File: src/rtl/shift_issue_stage.sv
// Operand-select / shift-type decode stage feeding the EX barrel shifter through a 2-entry skid buffer.
// Optional macro SHIFT_ILLEGAL_CHECK_EN builds the illegal-encoding check driving out_illegal.
module shift_issue_stage #(
    parameter int XLEN = 32
) (
    input  logic            clk,
    input  logic            rst_n,
    input  logic            flush,
    input  logic            in_valid,
    output logic            in_ready,
    input  logic [XLEN-1:0] in_rs1,
    input  logic [XLEN-1:0] in_rs2,
    input  logic            in_is_imm,
    input  logic [4:0]      in_imm_shamt,
    input  logic [2:0]      in_funct3,
    input  logic [6:0]      in_funct7,
    input  logic [4:0]      in_rd,
    output logic            out_valid,
    input  logic            out_ready,
    output logic [XLEN-1:0] out_a,
    output logic [4:0]      out_shamt,
    output logic [1:0]      out_type,
    output logic [4:0]      out_rd,
    output logic            out_illegal
);

    typedef enum logic [1:0] {
        ST_EMPTY = 2'd0,
        ST_ONE   = 2'd1,
        ST_TWO   = 2'd2
    } state_e;

    typedef struct packed {
        logic [XLEN-1:0] a;
        logic [4:0]      shamt;
        logic [1:0]      typ;
        logic [4:0]      rd;
        logic            ill;
    } entry_t;

    localparam entry_t ENTRY_ZERO = '{a: {XLEN{1'b0}}, shamt: 5'd0, typ: 2'd0, rd: 5'd0, ill: 1'b0};

    // Shifter encoding: 00 = SRL, 01 = SLL, 10 = SRA.
    function automatic logic [1:0] decode_type(input logic [2:0] f3, input logic f7_b5);
        logic [1:0] t;
        case (f3)
            3'b001:  t = 2'b01;
            3'b101:  t = f7_b5 ? 2'b10 : 2'b00;
            default: t = 2'b00;
        endcase
        return t;
    endfunction

`ifdef SHIFT_ILLEGAL_CHECK_EN
    function automatic logic decode_illegal(input logic [2:0] f3, input logic [6:0] f7);
        logic bad_f3;
        logic bad_f7;
        bad_f3 = (f3 != 3'b001) && (f3 != 3'b101);
        bad_f7 = (f7 != 7'b0000000) && (f7 != 7'b0100000);
        return bad_f3 || bad_f7 || ((f7 == 7'b0100000) && (f3 == 3'b001));
    endfunction
`else
    // Only funct7[5] matters for the type when no legality check is built.
    logic unused_funct7_s;
    assign unused_funct7_s = ^{in_funct7[6], in_funct7[4:0]};
`endif

    // Register-form shamt takes rs2[4:0]; the upper bits are architecturally ignored.
    logic unused_rs2_s;
    assign unused_rs2_s = ^in_rs2[XLEN-1:5];

    state_e state_q, state_d;
    entry_t head_q, head_d;
    entry_t skid_q, skid_d;
    entry_t new_entry_s;
    logic   in_ready_q, in_ready_d;
    logic   out_valid_q, out_valid_d;
    logic   accept_s;
    logic   pop_s;

    // Operand selection and decode of the incoming instruction.
    always_comb begin
        new_entry_s       = ENTRY_ZERO;
        new_entry_s.a     = in_rs1;
        new_entry_s.shamt = in_is_imm ? in_imm_shamt : in_rs2[4:0];
        new_entry_s.typ   = decode_type(in_funct3, in_funct7[5]);
        new_entry_s.rd    = in_rd;
`ifdef SHIFT_ILLEGAL_CHECK_EN
        new_entry_s.ill   = decode_illegal(in_funct3, in_funct7);
`else
        new_entry_s.ill   = 1'b0;
`endif
    end

    // Occupancy FSM next-state and skid-buffer data movement.
    always_comb begin
        state_d  = state_q;
        head_d   = head_q;
        skid_d   = skid_q;
        accept_s = in_valid && in_ready_q;
        pop_s    = out_valid_q && out_ready;
        if (flush) begin
            // Data may go stale; only occupancy is cleared.
            state_d = ST_EMPTY;
        end else begin
            case (state_q)
                ST_EMPTY: begin
                    if (accept_s) begin
                        head_d  = new_entry_s;
                        state_d = ST_ONE;
                    end else begin
                        state_d = ST_EMPTY;
                    end
                end
                ST_ONE: begin
                    if (accept_s && pop_s) begin
                        head_d  = new_entry_s;
                        state_d = ST_ONE;
                    end else if (accept_s) begin
                        skid_d  = new_entry_s;
                        state_d = ST_TWO;
                    end else if (pop_s) begin
                        state_d = ST_EMPTY;
                    end else begin
                        state_d = ST_ONE;
                    end
                end
                ST_TWO: begin
                    if (pop_s) begin
                        head_d  = skid_q;
                        state_d = ST_ONE;
                    end else begin
                        state_d = ST_TWO;
                    end
                end
                default: begin
                    state_d = ST_EMPTY;
                end
            endcase
        end
        in_ready_d  = (state_d != ST_TWO);
        out_valid_d = (state_d != ST_EMPTY);
    end

    // State, data and handshake flops.
    always_ff @(posedge clk or negedge rst_n) begin
        if (!rst_n) begin
            state_q     <= ST_EMPTY;
            head_q      <= ENTRY_ZERO;
            skid_q      <= ENTRY_ZERO;
            in_ready_q  <= 1'b1;
            out_valid_q <= 1'b0;
        end else begin
            state_q     <= state_d;
            head_q      <= head_d;
            skid_q      <= skid_d;
            in_ready_q  <= in_ready_d;
            out_valid_q <= out_valid_d;
        end
    end

    assign in_ready    = in_ready_q;
    assign out_valid   = out_valid_q;
    assign out_a       = head_q.a;
    assign out_shamt   = head_q.shamt;
    assign out_type    = head_q.typ;
    assign out_rd      = head_q.rd;
    assign out_illegal = head_q.ill;

endmodule

File: config.mk
export PLATFORM = sky130hd
export DESIGN_NAME = shift_issue_stage
export DESIGN_NICKNAME = d
export VERILOG_FILES = /design/src/rtl/shift_issue_stage.sv
export SDC_FILE = /design/constraint.sdc
export NUM_CORES = 1
export LEC_CHECK = 0
export BUFFER_PORTS_ARGS = -buffer_cell sky130_fd_sc_hd__buf_4
export CORE_MARGIN = 2
export CORE_UTILIZATION = 47
export CTS_CLUSTER_SIZE = 10
export DETAILED_ROUTE_END_ITERATION = 6
export PLACE_DENSITY = 0.73
export SLEW_MARGIN = 10
export SYNTH_ARGS = -nofsm -noshare
export SYNTH_HDL_FRONTEND = slang
export SYNTH_SLANG_ARGS = --single-unit
File: constraint.sdc
create_clock -name clk -period 2.3 [get_ports clk]
set_clock_uncertainty 0.15 [all_clocks]
set_input_delay 0.69 -clock clk [delete_from_list [all_inputs] [get_ports clk]]
set_output_delay 0.69 -clock clk [all_outputs]
set_load 0.01 [all_outputs]
# [Yosys cells after proc, flatten, opt, wreduce, memory -nomap -nowiden]
# Index checks and enable logic that the tools add are counted.
[word_totals] ff_bits=93 elab_cells=44 input_bits=90 output_inout_bits=47
[op_classes] n_bitwise=2 muxes=14 reduce_logical=8 eq_ne=8
[op_table] cell="$mux W45" count=3
[op_table] cell="$pmux W45 S3" count=1
[op_table] cell="$mux W2" count=5
[op_table] cell="$ne A2 B2 Y1 const B" count=4
[op_table] cell="$pmux W2 S3" count=1
[op_table] cell="$mux W5" count=1
[op_table] cell="$reduce_and A5 Y1" count=1
[op_table] cell="$pmux W2 S2" count=1
[op_table] cell="$reduce_and A4 Y1" count=1
[op_table] cell="$eq A3 B1 Y1 const B" count=1
[op_table] cell="$eq A3 B3 Y1 const B" count=1
[op_table] cell="$logic_and A1 B1 Y1" count=3
[op_table] cell="$reduce_bool A3 Y1" count=1
[op_table] cell="$eq A2 B1 Y1 const B" count=1
[op_table] cell="$eq A2 B2 Y1 const B" count=1
[op_table] cell="$logic_not A2 Y1" count=1
[op_table] cell="$mux W1" count=2
[op_table] cell="$not A1 Y1" count=2
[op_table] cell="$reduce_bool A2 Y1" count=1

# [Depth between registers and ports, before layout]
[logic_depth] ltp_word=7 mapped_depth=6 mapped_depth_nobuf=6

# [Worst setup path before layout]
# No wires, ideal clock.
[synth_timing] path_kind="input port to flip-flop" startpoint="in flush" endpoint="reg skid_q[13] in the netlist's numbering" n_path_buf=2 setup_time_ps=125 path_stages=4 t_required_ps=2025 path_slack_ps=335 arrival_ps=1690 path_cell_list="clkbuf_1 -> nand4b_1 -> buf_2 -> mux2_2"
[synth_between] elab_chain_len=2
[synth_lines] element="start, declared" line="8" text="input logic flush,"
[synth_lines] element="$not A1 Y1 (no line)"
[synth_lines] element="$reduce_and A4 Y1 (no line)"
[synth_lines] element="end signal, assigned" line="156" text="skid_q <= skid_d;"
[synth_lines] element="end, declared" line="74" text="entry_t skid_q, skid_d;"
# No other way between the ends.
# A chain may end at the register's enable or synchronous reset.

# [Worst setup path in the final report]
[layout_timing] startpoint="reg in_ready_q (netlist: in_ready)" endpoint="out in_ready"
[layout_lines] element="start, declared" line="76" text="logic in_ready_q, in_ready_d;"
[layout_lines] element="start signal, assigned" line="157" text="in_ready_q <= in_ready_d;"
[layout_lines] element="end, declared" line="10" text="output logic in_ready,"
# No word-level cell between the ends.

==> impl_metrics.json <==
{
  "maxCapViolations": 0,
  "finalMaxSlewViolations": 0,
  "grt_util_met2_pct": 35.9,
  "die_w_um": 96.6,
  "dpl_worst_slack_ns": 0.135,
  "n_antenna_cell": 0,
  "crit_cells": 1,
  "ys_ff_latch": 92,
  "crit_fanout": 4,
  "rows": 33,
  "pin_count": 137,
  "critPathRequiredTime_ns": 1.46,
  "grt_pass1_wl_mm": 14.3,
  "reg2reg_to": "out_a[19]$_DFFE_PN0P_",
  "layout-drive-gt1-share_pct": 38.7,
  "drt_iter0_drc": 113,
  "netlist.area_leader.share_pct": 56.5,
  "global_route.usage.met3_pct": 3.26,
  "syn-instance-count": 336,
  "use_met1_pct": 24.9,
  "synthesis.nets": 427,
  "cts_hold_buffers": 0,
  "p_leak_nw": 2.29,
  "dieArea_um2": 9330,
  "post-cts-setup-buffers": 0,
  "yosysTopAreaCell": "dfrtp_1",
  "cp_slowest_cell": "dfstp_2",
  "cts_max_level": 3,
  "die-height_um": 96.6,
  "final_common_cell": "buf_4",
  "worstSetupEndpointType": "output pin",
  "cts_tree": "done",
  "min_period_ns": 1.89,
  "core-area_um2": 8260,
  "worst_slack_ns": 0.414,
  "fmax_mhz": 530,
  "rr_startpoint": "state_q[0]$_DFF_PN0_",
  "syn_to_final_growth_pct": 26.6,
  "syn_avg_cell_area_um2": 12.0,
  "start_util_pct": 48.8,
  "grt_max_degree": 49,
  "setup_tns_ns": 0,
  "cp.arrival_ns": 1.05,
  "ys_warn_count": 0,
  "busiest_layer": "met2",
  "startpoint": "in_ready$_DFF_PN1_",
  "crit_type": "register to output pin",
  "clkLatencyLatePin_ns": 0.36,
  "reg2regPathDepth": 5,
  "post-route-period-util_pct": 82.0,
  "final_cells": 544,
  "layout_common_cells": "buf_4, dfrtp_1, o21ai_0, mux2i_1, mux2_2",
  "status": "complete, no violations",
  "post-place-cells": 528,
  "wire_per_inst_um": 16.5,
  "design_power_total_mw": 4.74,
  "cts_sinks": 92,
  "cts_buffers": 9,
  "gp_routability_congestion": 0.727,
  "port_buffers": 102,
  "route.detailed.drc": 0,
  "yosysSeqAreaShare_pct": 57.2,
  "grt_pass1_vias": 2983,
  "vias": 2944,
  "cpLargestDelayFamily": "flip-flops",
  "r2r_setup_slack_ns": 0.49,
  "setup_viol": 0,
  "clk_path_buf_depth": 2,
  "track_usage_pct": 20.0,
  "hold_violations": 0,
  "endpoint": "in_ready",
  "fin_nets": 525,
  "synth_area_leaders": "dfrtp_1, mux2i_1, mux2_2, o21ai_0, o21ai_1",
  "syn_area_um2": 4030,
  "cpPeakStageDelay_ns": 0.57,
  "grt_setup_unrepaired": "no",
  "cts-root-buf": "clkbuf_8",
  "crit_path_start_kind": "register",
  "cts_resized": 0,
  "dp_hpwl_mm": 6.21,
  "crit_buf_inv": 1,
  "path_cells": "buf_4",
  "antenna_found_initial": 0,
  "drt_wl_total_mm": 8.96,
  "drtAntennaViolNets": 0,
  "ys_types": 30,
  "firstDrtPassIters": 4,
  "vias_per_cell": 5.41,
  "min_path_type": "primary input to async pin",
  "vdd_drop_max_v": 0.000465,
  "powerDensity_nw_per_um2": 930,
  "clk_pin_slew_ns": 0.11,
  "grt_overflow": 0
}
-- sequential cells by signal, summed over array words and instances, names as in the netlist --
register and cells:
in_ready 1, out_valid 1, out_type 2, out_shamt 5, out_rd 5, skid_q 44
state_q 2, out_a 32
-- synthesized netlist by cell type --
cell type	count
and3b_1	1
dfstp_2	1
mux2i_1	42
and2_1	2
nor4_1	1
ha_1	1
nor2b_1	2
mux2_2	37
nor2_1	8
buf_6	5
or2_1	1
conb_1	1
buf_1	1
o21ai_0	81
o41ai_1	1
a31oi_1	1
nand2_1	8
inv_1	2
and4b_1	1
and4bb_4	1
a21oi_1	8
nand2b_1	1
a211oi_4	1
buf_2	9
o21ai_1	13
dfrtp_1	91
nand4b_1	2
buf_4	1
a22oi_1	1
clkbuf_1	11
-- layer usage --
layer | vias to the layer above | wire length, µm
li1 | 1390 | -
met1 | 1489 | 3700
met2 | 60 | 4770
met3 | 5 | 409
met4 | 0 | 74
met5 | - | 0
-- area by class of cell --
| cell class | instances | area, µm² |
|---|---|---|
| multi-input combinational | 215 | 1570 |
| sequential | 92 | 2300 |
| timing repair buffer | 114 | 906 |
| clock buffer | 10 | 128 |
| fill | 691 | 3160 |
| tap | 105 | 131 |
| clock inverter | 6 | 52.6 |
| inverter | 2 | 7.51 |
-- per-stage QoR --
stage,util [%],hold WS [ns],cell area [µm²]
floorplan,-,0.244,4030
global placement,59.6,0.308,4920
detailed placement,59.6,0.321,4920
CTS,61.7,0.0652,5100
global route,61.7,0.0666,5100
finish,61.7,0.0669,5100
-- cells by family after synthesis --
| kind of cell | after synthesis | synth area share (%) |
|---|---|---|
| buffers and inverters | 29 | 4.01 |
| other | 1 | 0.0931 |
| adders and majority gates | 1 | 0.311 |
| DFF | 92 | 57.2 |
| and+or+nand+nor | 28 | 3.88 |
| AOI/OAI and AO/OA | 106 | 13.7 |
| muxes | 79 | 20.8 |
-- worst min-delay path by stage --
stage / from / to / slack [ns]
after detailed placement: skid_q[7]$_DFFE_PN0P_ / skid_q[7]$_DFFE_PN0P_ / 0.32
after CTS: rst_n / out_a[26]$_DFFE_PN0P_ / 0.07
after global placement: skid_q[6]$_DFFE_PN0P_ / skid_q[6]$_DFFE_PN0P_ / 0.31
final: rst_n / out_a[26]$_DFFE_PN0P_ / 0.07
after global routing: rst_n / out_a[26]$_DFFE_PN0P_ / 0.07
after floorplan: rst_n / out_a[0]$_DFFE_PN0P_ / 0.24
-- power by group --
| part | switching (mW) | leakage, nW | total [mW] | internal, mW |
|---|---|---|---|---|
| clock network | 0.604 | 0.0858 | 1.02 | 0.413 |
| logic | 0.585 | 1.07 | 1.31 | 0.723 |
| registers | 0.269 | 1.14 | 2.42 | 2.15 |
-- worst register-to-register path: cells and delay by family (launching register included) --
family / cells / cell delay [ns]
simple gates: 2 / 0.45
buf+inv: 1 / 0.20
compound gates: 2 / 0.45
flops: 1 / 0.45
(Power assumes the default switching activity.)
